File: src/rtl/decode_stage.sv
// decode_stage
//   Instruction-decode pipeline stage sitting between fetch and execute.
//   Reads the register file (with write-back bypass), extends the immediate,
//   detects load-use hazards and holds the decoded instruction in a
//   registered ID/EX slot with a valid/ready handshake.
//
// Parameters
//   XLEN     datapath width; immediate is extended to XLEN
//   NREGS    register count (power of two, 2..32); low log2(NREGS) bits of
//            each 5-bit register field index the file
//   ZERO_REG 1 = r0 reads 0 and ignores writes
//
// Ports
//   clk, rst_b              clock, synchronous active-high reset
//   in_valid/in_ready       fetch handshake for inst / pc4_in
//   wb_we/wb_num/wb_data    write-back port (also drives bypass + hold refresh)
//   ex_mem_read/ex_rt_num   load currently in EX (load-use hazard source)
//   flush, halted           squash the stage / freeze the stage
//   out_valid/out_ready     EX handshake for the ID/EX register
//   out_*                   decoded fields, operand data, immediate, PC+4
//   stall_cycles            load-use stall counter
//
// Build option
//   DECODE_PERF_EN  when defined, stall_cycles counts hazard cycles
//                   (saturating); otherwise it is tied to 0.

module decode_stage #(
  parameter int XLEN     = 32,
  parameter int NREGS    = 32,
  parameter int ZERO_REG = 1
) (
  input  logic            clk,
  input  logic            rst_b,
  input  logic            in_valid,
  output logic            in_ready,
  input  logic [31:0]     inst,
  input  logic [XLEN-1:0] pc4_in,
  input  logic            wb_we,
  input  logic [4:0]      wb_num,
  input  logic [XLEN-1:0] wb_data,
  input  logic            ex_mem_read,
  input  logic [4:0]      ex_rt_num,
  input  logic            flush,
  input  logic            halted,
  output logic            out_valid,
  input  logic            out_ready,
  output logic [XLEN-1:0] out_rs_data,
  output logic [XLEN-1:0] out_rt_data,
  output logic [4:0]      out_rs_num,
  output logic [4:0]      out_rt_num,
  output logic [4:0]      out_rd_num,
  output logic [4:0]      out_shamt,
  output logic [5:0]      out_opcode,
  output logic [5:0]      out_func,
  output logic [XLEN-1:0] out_imm,
  output logic [XLEN-1:0] out_pc4,
  output logic [31:0]     stall_cycles
);

  localparam int IW = (NREGS > 1) ? $clog2(NREGS) : 1;

  typedef struct packed {
    logic [XLEN-1:0] rs_data;
    logic [XLEN-1:0] rt_data;
    logic [4:0]      rs_num;
    logic [4:0]      rt_num;
    logic [4:0]      rd_num;
    logic [4:0]      shamt;
    logic [5:0]      opcode;
    logic [5:0]      func;
    logic [XLEN-1:0] imm;
    logic [XLEN-1:0] pc4;
  } idex_t;

  // ---------------------------------------------------------------------------
  // Field decode
  // ---------------------------------------------------------------------------
  logic [5:0]    opcode;
  logic [4:0]    rs_num, rt_num;
  logic [IW-1:0] rs_idx, rt_idx, wb_idx;

  assign opcode = inst[31:26];
  assign rs_num = inst[25:21];
  assign rt_num = inst[20:16];
  assign rs_idx = rs_num[IW-1:0];
  assign rt_idx = rt_num[IW-1:0];
  assign wb_idx = wb_num[IW-1:0];

  logic zext, uses_rt;
  assign zext    = opcode inside {6'h0C, 6'h0D, 6'h0E};
  assign uses_rt = opcode inside {6'h00, 6'h04, 6'h05, 6'h28, 6'h2B};

  logic [XLEN-1:0] imm;
  assign imm = zext ? {{(XLEN-16){1'b0}},     inst[15:0]}
                    : {{(XLEN-16){inst[15]}}, inst[15:0]};

  // ---------------------------------------------------------------------------
  // Register file with write-first bypass
  // ---------------------------------------------------------------------------
  logic [XLEN-1:0] rf [NREGS];
  logic            wb_fire, wb_wr;

  assign wb_fire = wb_we && !halted;
  // r0 writes are discarded entirely, so they must not bypass or refresh either
  assign wb_wr   = wb_fire && !((ZERO_REG != 0) && (wb_idx == '0));

  always_ff @(posedge clk) begin
    if (rst_b) begin
      for (int i = 0; i < NREGS; i++) rf[i] <= '0;
    end else if (wb_wr) begin
      rf[wb_idx] <= wb_data;
    end
  end

  logic [XLEN-1:0] rs_data, rt_data;

  always_comb begin
    rs_data = rf[rs_idx];
    if (wb_wr && (wb_idx == rs_idx)) rs_data = wb_data;
    if ((ZERO_REG != 0) && (rs_idx == '0)) rs_data = '0;
  end

  always_comb begin
    rt_data = rf[rt_idx];
    if (wb_wr && (wb_idx == rt_idx)) rt_data = wb_data;
    if ((ZERO_REG != 0) && (rt_idx == '0)) rt_data = '0;
  end

  // ---------------------------------------------------------------------------
  // Hazard and handshake
  // ---------------------------------------------------------------------------
  logic hazard, load;
  idex_t idex_q, idex_d;
  logic  vld_q;

  // Full 5-bit compares: the EX destination field is architectural, not an index
  assign hazard = in_valid && ex_mem_read && (ex_rt_num != 5'd0) &&
                  ((ex_rt_num == rs_num) || (uses_rt && (ex_rt_num == rt_num)));
  assign load     = !vld_q || out_ready;
  assign in_ready = flush || (load && !hazard && !halted);

  always_comb begin
    idex_d         = '0;
    idex_d.rs_data = rs_data;
    idex_d.rt_data = rt_data;
    idex_d.rs_num  = rs_num;
    idex_d.rt_num  = rt_num;
    idex_d.rd_num  = inst[15:11];
    idex_d.shamt   = inst[10:6];
    idex_d.opcode  = opcode;
    idex_d.func    = inst[5:0];
    idex_d.imm     = imm;
    idex_d.pc4     = pc4_in;
  end

  // Write-back landing on a held operand keeps the ID/EX copy coherent
  logic hit_rs, hit_rt;
  assign hit_rs = wb_wr && (idex_q.rs_num[IW-1:0] == wb_idx);
  assign hit_rt = wb_wr && (idex_q.rt_num[IW-1:0] == wb_idx);

  // ---------------------------------------------------------------------------
  // ID/EX register: reset > flush > halted > load > hold(+refresh)
  // ---------------------------------------------------------------------------
  always_ff @(posedge clk) begin
    if (rst_b) begin
      vld_q  <= 1'b0;
      idex_q <= '0;
    end else if (flush) begin
      vld_q <= 1'b0;
    end else if (!halted) begin
      if (load) begin
        // fields are captured even on a bubble; only the valid bit drops
        vld_q  <= in_valid && !hazard;
        idex_q <= idex_d;
      end else if (vld_q) begin
        if (hit_rs) idex_q.rs_data <= wb_data;
        if (hit_rt) idex_q.rt_data <= wb_data;
      end
    end
  end

  assign out_valid   = vld_q;
  assign out_rs_data = idex_q.rs_data;
  assign out_rt_data = idex_q.rt_data;
  assign out_rs_num  = idex_q.rs_num;
  assign out_rt_num  = idex_q.rt_num;
  assign out_rd_num  = idex_q.rd_num;
  assign out_shamt   = idex_q.shamt;
  assign out_opcode  = idex_q.opcode;
  assign out_func    = idex_q.func;
  assign out_imm     = idex_q.imm;
  assign out_pc4     = idex_q.pc4;

  // ---------------------------------------------------------------------------
  // Load-use stall counter
  // ---------------------------------------------------------------------------
`ifdef DECODE_PERF_EN
  logic [31:0] stall_q;

  always_ff @(posedge clk) begin
    if (rst_b) begin
      stall_q <= '0;
    end else if (!halted && hazard && (stall_q != 32'hFFFF_FFFF)) begin
      stall_q <= stall_q + 32'd1;
    end
  end

  assign stall_cycles = stall_q;
`else
  assign stall_cycles = 32'd0;
`endif

endmodule

File: config.mk
export PLATFORM = sky130hd
export DESIGN_NAME = decode_stage
export DESIGN_NICKNAME = d
export VERILOG_FILES = /design/src/rtl/decode_stage.sv
export SDC_FILE = /design/constraint.sdc
export NUM_CORES = 2
export LEC_CHECK = 0
export BUFFER_PORTS_ARGS = -buffer_cell sky130_fd_sc_hd__buf_4
export CORE_MARGIN = 10
export CORE_UTILIZATION = 50
export CTS_BUF_LIST = sky130_fd_sc_hd__clkbuf_16
export DETAILED_ROUTE_END_ITERATION = 6
export PLACE_DENSITY = 0.67
export SYNTH_ARGS = -nofsm -noshare
export SYNTH_HDL_FRONTEND = slang
export SYNTH_SLANG_ARGS = --single-unit
File: constraint.sdc
create_clock -name clk -period 4.8 [get_ports clk]
set_clock_uncertainty 0.1 [all_clocks]
set_input_delay 0.72 -clock clk [delete_from_list [all_inputs] [get_ports clk]]
set_output_delay 0.72 -clock clk [all_outputs]
set_load 0.005 [all_outputs]
==> Word-level counts from Yosys, hierarchy flattened <==
Memories as Yosys holds them, arrays and structs flattened.
Cells that the tools add are included.
W data, S select, Z words.
{ "classes": {"eq_ne": 13, "mux": 17, "bitwise_logic": 2, "reduce_logical": 36} }
{ "op_table": {"columns": ["cell", "n"], "rows": [
  ["$mux W32", 8],
  ["$mux W64", 2],
  ["$reduce_or A32 Y1", 1],
  ["$eq A5 B5 Y1", 6],
  ["$eq A6 B4 Y1 const B", 3],
  ["$logic_not A5 Y1", 3],
  ["$logic_and A1 B1 Y1", 13],
  ["$eq A6 B3 Y1 const B", 2],
  ["$eq A6 B6 Y1 const B", 2],
  ["$reduce_bool A5 Y1", 2],
  ["$reduce_and A4 Y1", 2],
  ["$logic_not A6 Y1", 1],
  ["$mux W1", 6],
  ["$reduce_bool A2 Y1", 3],
  ["$mux W5", 1],
  ["$logic_not A1 Y1", 4],
  ["$logic_or A1 B1 Y1", 3],
  ["$reduce_and A3 Y1", 1],
  ["$reduce_bool A3 Y1", 1],
  ["$not A1 Y1", 2],
  ["$reduce_and A2 Y1", 1],
  ["$reduce_or A2 Y1", 1]
]} }
{ "totals": {"register_bits": 161, "ram_bits": 1024, "out_inout_bits": 194, "wordCells": 80, "memories": 1} }
{ "memory_table": {"columns": ["memory", "depth", "width", "read_ports", "rd_ports_with_merged_regs", "wr", "line", "rtl"], "rows": [
  ["rf", 32, 32, 2, 0, 32, "100", "logic [XLEN-1:0] rf [NREGS];"]
]} }

==> Longest topological paths before layout <==
{ "logic_depth": {"depth_word": 9, "mapped_depth": 9, "depth_no_buf": 6} }

==> Least setup slack after synthesis <==
Ideal clock, no wire load.
{ "synth_path": {"path_kind": "input -> output", "from": "input port inst[16]", "to": "output port in_ready", "arrival_ps": 2028, "t_required_ps": 3980, "slack_ps": 1952, "path_stages": 9, "n_path_buf": 3, "path_cell_list": "buf_2 -> buf_4 -> buf_4 -> xnor2_1 -> nand4_1 -> nor4_1 -> a21oi_1 -> nor3b_1 -> o31ai_1"} }
{ "synth_between": {"elab_chain_cells": 8} }
{ "synth_lines": {"columns": ["element", "line", "rtl"], "rows": [
  ["start, declared", "36", "input logic [31:0] inst,"],
  ["$eq A5 B5 Y1", "138", "((ex_rt_num == rs_num) || (uses_rt && (ex_rt_num == rt_num)));"],
  ["$logic_and A1 B1 Y1", "138", null],
  ["$logic_or A1 B1 Y1", "138", null],
  ["$logic_and A1 B1 Y1", "137", "assign hazard = in_valid && ex_mem_read && (ex_rt_num != 5'd0) &&"],
  ["$logic_not A1 Y1", "140", "assign in_ready = flush || (load && !hazard && !halted);"],
  ["$logic_and A1 B1 Y1 (2 in series)", "140", null],
  ["$logic_or A1 B1 Y1", "140", null],
  ["end, declared", "35", "output logic in_ready,"]
]} }
Every way passes these cells.

==> Worst setup path in the final report <==
{ "layout_path": {"from": "input port inst[20]", "to": "output port in_ready"} }
The elaborated chain is that of the path after synthesis.

==> reports/summary.txt <==
Worst EP arrival -> 2470 ps
Clock share of power -> 38.9%
Cell Rows -> 128
Final Total Pwr -> 24.0 mW
Post-placement cell area -> 0.0645 mm^2
Met1 Track Usage GR -> 38.7%
CTS resizes -> 0
Final net count -> 4801
CTS Root Cell -> clkbuf_16
Final GP Congestion -> 0.930
Port buffer count -> 275
Logic gate share of total power -> 12.1%
Post-synthesis adder-cell area fraction -> 0%
WP buf/inv -> 2
Switching pwr -> 6.20 mW
XOR/XNOR Fraction of Synth Area -> 0.431%
Lkg Pwr -> 25.1 nW
GRT Total Usage -> 29.9%
DRT Pass-1 Iters -> 7
IR drop worst, VDD -> 0.000355 V
Cell Area, Synth -> 0.0610 mm^2
Clk Latency, worst-skew pair -> 760 ps
Layout Utilization -> 56.4%
Reg clk slew, reported paths -> 60 ps
Grt met3 use -> 7.12%
Max-slew violation count -> 0
Main synth FF type -> edfxtp_1
Seq. cell area -> 0.0334 mm^2
GRT Residual Overflow -> 0
CTS tree -> done
IO Pins -> 308
Netlist cell types -> 53
Die H -> 369 um
Synth Instances -> 4652
Clock sink total -> 1154
Critical Path Fanout Max -> 51
RSZ-0062 raised after global routing -> no
Hold buffers post-CTS -> 0
Yosys warns -> 0
Final WL -> 209 mm
Crit start category -> primary input
Initial antenna violation count -> 5
GRT busiest layer -> met2
Routed len/inst -> 32.6 um
CP cell instances -> buf_4 -> xnor2_1 -> nand4_1 -> nor4_1 -> a21oi_1 -> nor3b_1 -> o31ai_1 -> buf_4
Post-synthesis mux area share -> 18.5%
Residual DRC count -> 6
Hold/Removal Path Class -> in -> reg
Share of layout cells above drive strength 1 -> 22.1%
Seq pwr share -> 49.0%
CTS H-Tree Depth -> 3
Status -> finished, violations left
Tmin final -> 3290 ps
Largest net degree at the start of global routing -> 97
Number of global-route vias before repair -> 42100
Req. time, crit path -> 3980 ps
Die W -> 369 um
CP max-delay cell -> buf_4
Met2 GRT Util -> 47.3%
Element type at the critical path end -> primary output
Largest family of logic cells by synthesized area -> multiplexers
Post-route cell area -> 0.0684 mm^2
Setup Crit Path Kind -> in -> out
Die Area -> 0.136 mm^2
Initial Utilization -> 50.2%
Yosys reg bits -> 1154
Setup TNS -> 0 ps
DRT iter0 DRCs -> 6328
Clock buffer depth -> 3
Tcrit/Tclk final -> 68.5%
Fillers -> 9711
Synth Area in Compound Gates -> 7.55%
Internal Pwr Total -> 17.8 mW
Top delay family on crit path -> buffers and inverters
Failing checks -> design-rule violations
Most numerous cell on the critical path -> buf_4
Post-DP HPWL -> 129 mm
Vias -> 42200
Post-CTS Setup Inserts -> 0
Sequential area share after synthesis -> 54.7%
Final hold viol count -> 0
Core Area -> 0.121 mm^2
P per Cell Area -> 351 mW/mm^2
Post-synth EDFFs -> 1024
Post-Synth Simple-Gate Area -> 14.5%
Max Cap Violations -> 0
First-pass GRT wire length -> 299 mm
Slowest cell delay on critical path -> 570 ps
Synth async-reset ratio -> 0%
Antenna viol nets, final -> 0
Final setup vio count -> 0
Footprint of the multi-input gates -> 0.0254 mm^2
Slew at the pin with the worst max-slew slack -> 1250 ps
CTS buffer count -> 120
Switching share of power -> 25.8%
Slew HR -> 17.0%
Syn avg cell area -> 13.1 um^2
DR vias/cell -> 6.57
Synth-to-Final Area Change -> 12.2%
Achievable frequency -> 304 MHz
==> power by group through the flow <==
stage | sequential, mW | clock (mW) | combinational (mW)
after floorplan | 11.8 | 0 | 1.79
after global placement | 11.9 | 0 | 2.82
after detailed placement | 12.0 | 0 | 2.85
after CTS | 11.8 | 9.41 | 2.86
after global routing | 11.8 | 9.77 | 3.02
final | 11.8 | 9.35 | 2.90
==> metal layers <==
layer  vias up  part of all wire, %
met2      2928                   47
met3       521                   11
met1     21200                   37
met4         4                  5.3
li1      17500                    -
met5         -                0.012
==> per-stage QoR <==
stage,std cells,hold slack (ps),setup WS [ps]
floorplan,4715,353,1950
global placement,6190,342,1020
detailed placement,6190,347,940
CTS,6416,83.3,1480
global route,6418,102,1330
finish,6419,111,1510
==> path summary, 6_finish.rpt <==
path              slack (ps)        endpoint     startpoint  cells after the start
setup / recovery        1510        in_ready       inst[20]                      8
hold / removal           110     out_pc4[10]     pc4_in[10]                      3
setup reg to reg        1610  out_rs_data[7]      out_valid                      7
hold reg to reg          350   out_opcode[0]  out_opcode[0]                      2
==> layout make-up <==
cell class                      count  area share [%]
Inverter                            3          0.0165
Clock inverter                    104            1.24
Antenna cell                        3          0.0110
Timing Repair Buffer              415            5.37
Multi-Input combinational cell   2993            37.2
Sequential cell                  1154            48.8
Clock buffer                      122            4.46
Tap cell                         1625            2.97
==> synth_stat cells (all sizes together), types with 31 or more instances <==
library cell,number,area (um^2)
buf,214,1290
a31oi,65,413
dfxtp,130,2600
or2,31,194
nand2,295,1110
nor2,108,408
a22oi,126,946
and2,994,6220
a222oi,62,621
edfxtp,1024,30700
a21oi,130,651
o21ai,134,671
a221oi,64,561
o211a,64,641
mux2i,258,2580
clkbuf,351,1320
nand3,133,666
mux4,384,8650
==> placed cells by master, fill, tap and decap left out, types with 72 or more instances in the layout <==
cell and n:
a21oi_1 130, a22oi_1 126, and2_1 994, buf_4 368, clkbuf_16 122, dfxtp_1 130
edfxtp_1 1024, mux2i_1 258, mux4_2 384, nand2_1 295, nand3_1 133, nor2_1 72
o21ai_1 127
==> cells by family after synthesis <==
group	Yosys count
and+or+nand+nor	1598
DFF	1154
AOI/OAI and AO/OA	656
muxes	645
buffers and inverters	568
xor gates and xnor gates	30
other	1
==> registers in the layout, summed over array words and instances (netlist names) <==
name and cells:
out_pc4 32, rf 1024, out_rt_data 32, out_imm 4, out_func 5, out_opcode 6, out_rd_num 4, out_rs_num 5
out_rs_data 32, out_rt_num 5, out_shamt 4, out_valid 1
==> worst reg2reg max path, delay by kind of cell (launching register included) <==
kind | cells | cell delay, ps
and+or+nand+nor | 2 | 330
buffers and inverters | 1 | 570
AOI/OAI and AO/OA | 4 | 1690
DFF | 1 | 370
Note: power is estimated with default switching activity, not from simulation.
